`config.mk`:
```
export PLATFORM = sky130hd
export DESIGN_NAME = hazard_scoreboard
export DESIGN_NICKNAME = d
export VERILOG_FILES = /design/src/rtl/hazard_scoreboard_pkg.sv /design/src/rtl/hazard_reg_counter.sv /design/src/rtl/hazard_scoreboard.sv
export SDC_FILE = /design/constraint.sdc
export NUM_CORES = 1
export LEC_CHECK = 0
export CAP_MARGIN = 30
export CORE_MARGIN = 2
export CORE_UTILIZATION = 51
export DETAILED_ROUTE_END_ITERATION = 12
export HOLD_SLACK_MARGIN = 0.08
export PLACE_DENSITY = 0.78
export SYNTH_ARGS = -nofsm -noshare
export SYNTH_HDL_FRONTEND = slang
export SYNTH_SLANG_ARGS = --single-unit
```
`constraint.sdc`:
```
create_clock -name clk -period 3.9 [get_ports clk]
set_clock_uncertainty 0.05 [all_clocks]
set_input_delay 0.975 -clock clk [delete_from_list [all_inputs] [get_ports clk]]
set_output_delay 0.975 -clock clk [all_outputs]
set_load 0.03 [all_outputs]
```
`src/rtl/hazard_scoreboard_pkg.sv`:
```
`default_nettype none
// ============================================================================
//  Module   : hazard_scoreboard_pkg
//  Purpose  : Shared hazard definitions. Holds the latency classes, the
//             default register-address width and the encoding of the
//             ID-stage control mode with its decoder.
//  Revision : 1.0  initial release
// ============================================================================
package hazard_scoreboard_pkg;

    // Default geometry of the register file and of the scoreboard window
    localparam int DEF_REG_ADDR_W = 5;
    localparam int DEF_MAX_LAT    = 3;

    // Latency classes: cycles a result is not forwardable after leaving ID
    localparam int LAT_ALU  = 0;
    localparam int LAT_LOAD = 1;
    localparam int LAT_MUL  = DEF_MAX_LAT;

    // What the ID stage does with its instruction this cycle
    typedef enum logic [1:0] {
        CTRL_RUN   = 2'd0,
        CTRL_STALL = 2'd1,
        CTRL_FLUSH = 2'd2
    } ctrl_mode_e;

    typedef struct packed {
        logic pc_write;
        logic ifid_write;
        logic nop_control;
    } ctrl_out_t;

    // A flush keeps the front end moving but squashes ID; a stall freezes
    // the front end and inserts a bubble.
    function automatic ctrl_out_t ctrl_decode(input ctrl_mode_e mode);
        ctrl_out_t o;
        case (mode)
            CTRL_FLUSH: o = '{pc_write: 1'b1, ifid_write: 1'b1, nop_control: 1'b1};
            CTRL_STALL: o = '{pc_write: 1'b0, ifid_write: 1'b0, nop_control: 1'b1};
            default:    o = '{pc_write: 1'b1, ifid_write: 1'b1, nop_control: 1'b0};
        endcase
        return o;
    endfunction

endpackage
`default_nettype wire

```
`src/rtl/hazard_reg_counter.sv`:
```
`default_nettype none
// ============================================================================
//  Module   : hazard_reg_counter
//  Purpose  : Countdown of remaining non-forwardable cycles for one
//             architectural register. A load takes priority over the
//             decrement and is clamped to MAX_LAT.
//  Revision : 1.0  initial release
// ============================================================================
module hazard_reg_counter #(
    parameter int MAX_LAT = 3,
    parameter int CNT_W   = $clog2(MAX_LAT + 1)
) (
    input  logic             clk,
    input  logic             rst,
    input  logic             load,
    input  logic [CNT_W-1:0] load_val,
    output logic [CNT_W-1:0] cnt,
    output logic             busy
);

    localparam logic [CNT_W-1:0] MAX_C = CNT_W'(MAX_LAT);

    logic [CNT_W-1:0] load_sat;

    // Clamp the requested window to the largest supported latency
    always_comb begin
        load_sat = (load_val > MAX_C) ? MAX_C : load_val;
    end

    // Newest writer reloads the window; otherwise count down towards zero
    always_ff @(posedge clk or posedge rst) begin
        if (rst) begin
            cnt <= '0;
        end else if (load) begin
            cnt <= load_sat;
        end else if (cnt != '0) begin
            cnt <= cnt - CNT_W'(1);
        end
    end

    assign busy = (cnt != '0);

endmodule
`default_nettype wire

```
`src/rtl/hazard_scoreboard.sv`:
```
`default_nettype none
// ============================================================================
//  Module   : hazard_scoreboard
//  Purpose  : Load-use / multi-cycle hazard unit between ID and ID/EX.
//             Tracks per-register countdowns of results that cannot yet be
//             forwarded, stalls PC and IF/ID and injects a bubble while an
//             ID source is pending, and counts stall cycles.
//  Revision : 1.0  initial release
// ============================================================================
module hazard_scoreboard
    import hazard_scoreboard_pkg::*;
#(
    parameter int REG_ADDR_W = DEF_REG_ADDR_W,
    parameter int MAX_LAT    = DEF_MAX_LAT,
    parameter int CNT_W      = $clog2(MAX_LAT + 1),
    parameter int STAT_W     = 16
) (
    input  logic                       clk,
    input  logic                       rst,
    input  logic                       id_valid,
    input  logic [REG_ADDR_W-1:0]      id_rs,
    input  logic [REG_ADDR_W-1:0]      id_rt,
    input  logic                       id_uses_rs,
    input  logic                       id_uses_rt,
    input  logic                       id_we,
    input  logic [REG_ADDR_W-1:0]      id_rd,
    input  logic [CNT_W-1:0]           id_lat,
    input  logic                       flush,
    output logic                       pc_write,
    output logic                       IFID_write,
    output logic                       nop_control,
    output logic [(2**REG_ADDR_W)-1:0] busy_vec,
    output logic [STAT_W-1:0]          stall_cycles
);

    localparam int NUM_REGS = 2 ** REG_ADDR_W;

    logic [CNT_W-1:0] cnt [NUM_REGS];
    logic             hit_rs;
    logic             hit_rt;
    logic             stall;
    logic             issue;
    ctrl_mode_e       mode;
    ctrl_out_t        ctrl;

    // Register zero is hard-wired and can never be pending
    assign cnt[0]      = '0;
    assign busy_vec[0] = 1'b0;

    // Source operand hazards against the scoreboard
    always_comb begin
        hit_rs = id_valid & id_uses_rs & (id_rs != '0) & (cnt[id_rs] != '0);
        hit_rt = id_valid & id_uses_rt & (id_rt != '0) & (cnt[id_rt] != '0);
    end

    // Flush outranks stall; an instruction only issues when neither applies
    always_comb begin
        mode = CTRL_RUN;
        if (flush) begin
            mode = CTRL_FLUSH;
        end else if (hit_rs | hit_rt) begin
            mode = CTRL_STALL;
        end
        stall = (mode == CTRL_STALL);
        issue = id_valid & ~stall & ~flush;
        ctrl  = ctrl_decode(mode);
    end

    assign pc_write    = ctrl.pc_write;
    assign IFID_write  = ctrl.ifid_write;
    assign nop_control = ctrl.nop_control;

    generate
        for (genvar r = 1; r < NUM_REGS; r++) begin : g_reg_cnt
            logic load_r;
            assign load_r = issue & id_we & (id_rd == REG_ADDR_W'(r));

            hazard_reg_counter #(
                .MAX_LAT (MAX_LAT),
                .CNT_W   (CNT_W)
            ) u_cnt (
                .clk      (clk),
                .rst      (rst),
                .load     (load_r),
                .load_val (id_lat),
                .cnt      (cnt[r]),
                .busy     (busy_vec[r])
            );
        end
    endgenerate

    // Saturating count of cycles spent stalled
    always_ff @(posedge clk or posedge rst) begin
        if (rst) begin
            stall_cycles <= '0;
        end else if (stall && (stall_cycles != {STAT_W{1'b1}})) begin
            stall_cycles <= stall_cycles + STAT_W'(1);
        end
    end

endmodule
`default_nettype wire

```
==> flow_summary.json, run 1 <==
{
  "slowest_stage": "nor4_4",
  "syn-cell-area_um2": 5770,
  "start_util": 0.528,
  "fmax_mhz": 260,
  "final_cell_mix": "inv_1, dfrtp_1, mux2_2",
  "clk_latency_ns": 0.34,
  "critPathMaxFanout": 4,
  "die-area_um2": 12200,
  "hold_viol": 0,
  "drt_iter0_markers": 284,
  "synthArstFlopShare": 1.00,
  "detail_route.wirelength_um": 14300,
  "setup_violations": 0,
  "totalNegativeSetupSlack_ns": 0,
  "grt-ovfl-total": 0,
  "nets": 714,
  "power_density_nw_per_um2": 817,
  "vdd_ir_drop_max_uv": 583,
  "diodes": 0,
  "yosysWarnings": 0,
  "grt_max_degree": 79,
  "start_kind": "input pin",
  "tightest_slew_ns": 0.678,
  "area.growth.synth_to_final_pct": 21.1,
  "slew_headroom": 0.547,
  "coreArea_um2": 10900,
  "grt_first_pass_wirelength_um": 22700,
  "place_congestion": 0.969,
  "io_buffers": 73,
  "wire_per_inst_um": 17.8,
  "hold_depth": 1,
  "fp.dieH_um": 110,
  "max_cap_viol_count": 0,
  "critical_path_class": "in2out",
  "synth_seq_cells": 78,
  "cts_root_buf": "clkbuf_16",
  "hold_path.class": "reg2reg",
  "crit_start": "id_rs[0]",
  "synth_edf_count": 0,
  "drive_above_1_share": 0.230,
  "clk_path_buf_depth": 2,
  "fin_crit_ns": 3.85,
  "synth_nets": 650,
  "num_rows": 38,
  "worstPathRequired_ns": 2.87,
  "seq_area_frac_synth": 0.338,
  "via_per_inst": 5.66,
  "reg2reg_depth": 9,
  "grt_util_all_layers": 0.244,
  "dr_total_vias": 4540,
  "mostFrequentLayoutCell": "inv_1",
  "die_width_um": 110,
  "total_leakage_power_nw": 3.30,
  "crit_chain": "buf_2 -> buf_6 -> buf_4 -> buf_4 -> nor3_1 -> a21oi_1 -> o21ai_1 -> a311oi_2 -> nor4_4 -> or2_4 -> buf_6",
  "syn_avg_cell_area_um2": 9.71,
  "clkTransAtPathRegs_ns": 0.06,
  "min-delay-start": "stall_cycles[6]$_DFFE_PP0P_",
  "place_inst": 777,
  "cp_slowest_stage_delay_ns": 0.45,
  "postCtsHoldBufs": 0,
  "drt_first_pass_iters": 6,
  "ant_nets": 0,
  "timing.rr.start": "g_reg_cnt[4].u_cnt.cnt[0]$_DFFE_PP0P_",
  "tritoncts": "yes",
  "drv_slew": 0,
  "htreeDepth": 3,
  "final_util": 0.639,
  "grt_pass1_vias": 4689,
  "fin_crit_sh": 0.988,
  "dpl.hpwl_um": 10000,
  "fin_cells": 802,
  "cp-end-kind": "output port",
  "synthFlopType": "dfrtp_1",
  "cts_buffers": 9,
  "netlist_instances": 594,
  "ys_types": 48,
  "status": "finished clean",
  "drc_errors": 0,
  "worst_ep_arrival_time_ns": 2.83,
  "holdWs_ns": 0.441,
  "cts_sinks": 78,
  "io-pin-count": 75,
  "antenna_found_initial": 0
}
area by class of cell:
cell class / instances / area [um2]
inverter: 96 / 364
clock inverter: 3 / 42.5
multi-input combinational: 363 / 3120
clock buffer: 12 / 267
fill: 848 / 3950
timing repair buffer: 110 / 1070
tap: 140 / 175
sequential: 78 / 1950
worst paths after layout:
path / end / slack, ns
max: pc_write / 0.05
min: stall_cycles[6]$_DFFE_PP0P_ / 0.44
max reg2reg: g_reg_cnt[31].u_cnt.cnt[1]$_DFFE_PP0P_ / 0.67
min reg2reg: stall_cycles[6]$_DFFE_PP0P_ / 0.44
max in group asynchronous: g_reg_cnt[27].u_cnt.cnt[1]$_DFFE_PP0P_ / 2.45
min in group asynchronous: stall_cycles[0]$_DFFE_PP0P_ / 0.97
worst max-delay path: cells and delay by family:
kind / cells / cell delay, ns
AND/OR/NAND/NOR: 3 / 0.82
AO/OA/AOI/OAI: 3 / 0.37
buffers and inverters: 5 / 0.66
logic make-up after synthesis:
family | count (synthesis) | synth area share
flops | 78 | 0.338
mux | 96 | 0.189
buf+inv | 153 | 0.134
compound gates | 41 | 0.0490
simple gates | 147 | 0.150
xor+xnor | 46 | 0.0698
fa+ha+maj | 32 | 0.0694
other cells | 1 | 0.000650
power breakdown:
| part | total, mW | internal [mW] | switching (mW) |
|---|---|---|---|
| sequential | 1.55 | 1.21 | 0.335 |
| clock | 0.872 | 0.543 | 0.329 |
| combinational | 3.29 | 1.64 | 1.65 |
| total | 5.71 | 3.40 | 2.31 |
Yosys cell counts (all sizes together) (3+ instances only):
master / count / area (um2)
inv: 96 / 360
mux4: 4 / 90.1
nor4: 11 / 120
a21oi: 4 / 20.0
nand2b: 6 / 37.5
nor4b: 4 / 35.0
xnor2: 31 / 272
dfrtp: 78 / 1950
clkbuf: 11 / 41.3
xor2: 15 / 131
a211oi: 8 / 60.1
nand2: 14 / 52.6
nor2: 30 / 113
nor3: 26 / 130
a31oi: 6 / 37.5
buf: 46 / 374
mux2i: 29 / 290
nand4: 5 / 31.3
ha: 32 / 400
o21ai: 12 / 63.8
a211o: 3 / 26.3
nand3b: 3 / 22.5
nand3: 19 / 95.1
mux2: 63 / 709
and3: 12 / 82.6
and4: 6 / 52.6
nor3b: 6 / 60.1
layer usage:
metal	vias to the layer above	part of all wire	GRT usage
met5	-	0	0
met3	31	0.064	0.0500
met2	149	0.50	0.424
met1	2242	0.41	0.302
met4	0	0.022	0.0813
li1	2118	-	-
what timing repair did:
action | in CTS | in global routing
endpoints found under the setup margin | 36 | 3
pin swaps | 9 | 5
setup buffers | 6 | 3
cloned | 1 | 1
gates resized for setup | 40 | 12
sequential cells by signal (all words and copies together), names as in the netlist:
signal	cells
stall_cycles	16
g_reg_cnt.u_cnt.cnt	62
through the flow:
stage / power, mW / instance area, um2 / setup WS [ns]
final: 5.71 / 6990 / 0.0472
after global routing: 6.12 / 6990 / -0.0416
after CTS: 5.72 / 6930 / -0.0271
after detailed placement: 4.78 / 6490 / -0.738
after global placement: 4.56 / 6490 / -0.693
after floorplan: 4.10 / 5780 / 0.00806
Note: power is estimated with default switching activity, not from simulation.
==> run 2: changes to the inputs <==
--- a/config.mk
+++ b/config.mk
@@ -10,7 +10,7 @@
 export CORE_UTILIZATION = 51
 export DETAILED_ROUTE_END_ITERATION = 12
 export HOLD_SLACK_MARGIN = 0.08
-export PLACE_DENSITY = 0.78
+export PLACE_DENSITY = 0.81
 export SYNTH_ARGS = -nofsm -noshare
 export SYNTH_HDL_FRONTEND = slang
 export SYNTH_SLANG_ARGS = --single-unit
==> run 2 against run 1 <==
Non-clock buffer count is 4 lower. Global-route usage is 0.86 points higher. Critical path depth stayed put. Combinational power is 2% higher. Worst setup slack better by 0.048 ns.
==> flow_summary.json, run 2 (synthesis gave the netlist of run 1 again) <==
{
  "num_rows": 38,
  "drive_above_1_share": 0.239,
  "grt_max_degree": 51,
  "top_register": "g_reg_cnt.u_cnt.cnt",
  "cts_root_buf": "clkbuf_16",
  "grt_util_all_layers": 0.252,
  "cp_slowest_stage_delay_ns": 0.43,
  "wire_per_inst_um": 17.9,
  "tightest_slew_ns": 0.637,
  "antenna_found_initial": 0,
  "mostFrequentLayoutCell": "inv_1",
  "final.setup.worst_slack_ns": 0.0950,
  "slew_headroom": 0.574,
  "clk_path_buf_depth": 2,
  "diodes": 0,
  "hold_viol": 0,
  "largest_register_ffs": 62,
  "totalNegativeSetupSlack_ns": 0,
  "die-area_um2": 12200,
  "max_cap_viol_count": 0,
  "htreeDepth": 3,
  "nets": 710,
  "reg.largest.list": "g_reg_cnt.u_cnt.cnt: 62 flops, stall_cycles: 16 flops",
  "hold_path.class": "reg2reg",
  "cp-end-kind": "output port",
  "cts_buffers": 9,
  "multi_input_area_um2": 3190,
  "io_buffers": 73,
  "dr_total_vias": 4527,
  "fp.dieH_um": 110,
  "grt_pass1_vias": 4824,
  "start_util": 0.528,
  "via_per_inst": 5.67,
  "tritoncts": "yes",
  "fillers": 834,
  "place_ws_ns": -0.538,
  "place_congestion": 0.943,
  "fin_crit_sh": 0.976,
  "total_leakage_power_nw": 3.31,
  "cp_common_cell": "buf_4",
  "drc_errors": 0,
  "dpl.hpwl_um": 10100,
  "crit_chain": "buf_6 -> buf_4 -> buf_4 -> nor3_4 -> a21oi_2 -> a211oi_2 -> nor4_4 -> nor4_4 -> buf_4 -> nand2b_4 -> buf_6",
  "grt_first_pass_wirelength_um": 23400,
  "start_kind": "input pin",
  "fin_crit_ns": 3.81,
  "final_util": 0.643,
  "drt_first_pass_iters": 5,
  "power_density_nw_per_um2": 834,
  "drt_iter0_markers": 260,
  "clkTransAtPathRegs_ns": 0.06,
  "grt-ovfl-total": 0,
  "worstPathRequired_ns": 2.87,
  "critPathMaxFanout": 6,
  "cts_sinks": 78,
  "status": "finished clean",
  "place_inst": 779,
  "drv_slew": 0,
  "fmax_mhz": 263,
  "fin_cells": 798,
  "die_width_um": 110,
  "coreArea_um2": 10900,
  "ant_nets": 0,
  "final_cell_mix": "inv_1, dfrtp_1, mux2_2",
  "detail_route.wirelength_um": 14300,
  "postCtsHoldBufs": 0,
  "slowest_stage": "nor4_4",
  "critical_path_class": "in2out",
  "io-pin-count": 75,
  "worst_ep_arrival_time_ns": 2.78,
  "seq_area_um2": 1950,
  "clk_latency_ns": 0.34,
  "vdd_ir_drop_max_uv": 421,
  "setup_violations": 0,
  "area.growth.synth_to_final_pct": 21.9
}
-- run 2: path summary, 6_finish.rpt --
check | startpoint | to | slack (ns) | cells after the start
min in group asynchronous | rst | stall_cycles[0]$_DFFE_PP0P_ | 0.99 | 2
max reg2reg | g_reg_cnt[21].u_cnt.cnt[0]$_DFFE_PP0P_ | g_reg_cnt[31].u_cnt.cnt[1]$_DFFE_PP0P_ | 0.78 | 8
min reg2reg | stall_cycles[10]$_DFFE_PP0P_ | stall_cycles[10]$_DFFE_PP0P_ | 0.44 | 1
min | stall_cycles[10]$_DFFE_PP0P_ | stall_cycles[10]$_DFFE_PP0P_ | 0.44 | 1
max | id_rs[1] | nop_control | 0.09 | 11
max in group asynchronous | rst | g_reg_cnt[8].u_cnt.cnt[1]$_DFFE_PP0P_ | 2.09 | 3
-- run 2: per-layer routing --
| metal | GRT usage | routed length, um |
|---|---|---|
| met5 | 0 | 0 |
| met4 | 0.0857 | 220 |
| met3 | 0.0482 | 824 |
| met2 | 0.436 | 7330 |
| met1 | 0.317 | 5930 |
-- run 2: worst max-delay path: cells and delay by family --
kind,cells,cell delay [ns]
buf+inv,5,0.71
simple gates,4,0.70
compound gates,2,0.38
-- run 2: final cells by class --
cell class                 count  share of cell area
clock inverter                 4              0.0135
tap                          140              0.0249
timing repair buffer         106               0.144
clock buffer                  11              0.0345
multi-input combinational    363               0.454
inverter                      96              0.0512
sequential                    78               0.277
-- run 2: stage by stage --
step           total power, mW  instance area, um2  hold WS (ns)
5_1_grt                   6.29                7030         0.455
6_report                  5.87                7030         0.442
2_1_floorplan             4.10                5780         0.549
4_1_cts                   5.84                6970         0.446
3_5_place_dp              4.79                6510         0.431
3_3_place_gp              4.56                6510         0.425
-- run 2: repair_timing --
action	CTS	global route
cloned	0	1
setup buffers	5	0
resized for setup	37	20
setup endpoints to repair	3	3
pin swaps	13	14
-- run 2: power by group --
| group | leakage (nW) | internal [mW] | switching, mW |
|---|---|---|---|
| sequential | 0.939 | 1.21 | 0.341 |
| clock | 0.166 | 0.638 | 0.333 |
| combinational | 2.20 | 1.66 | 1.68 |
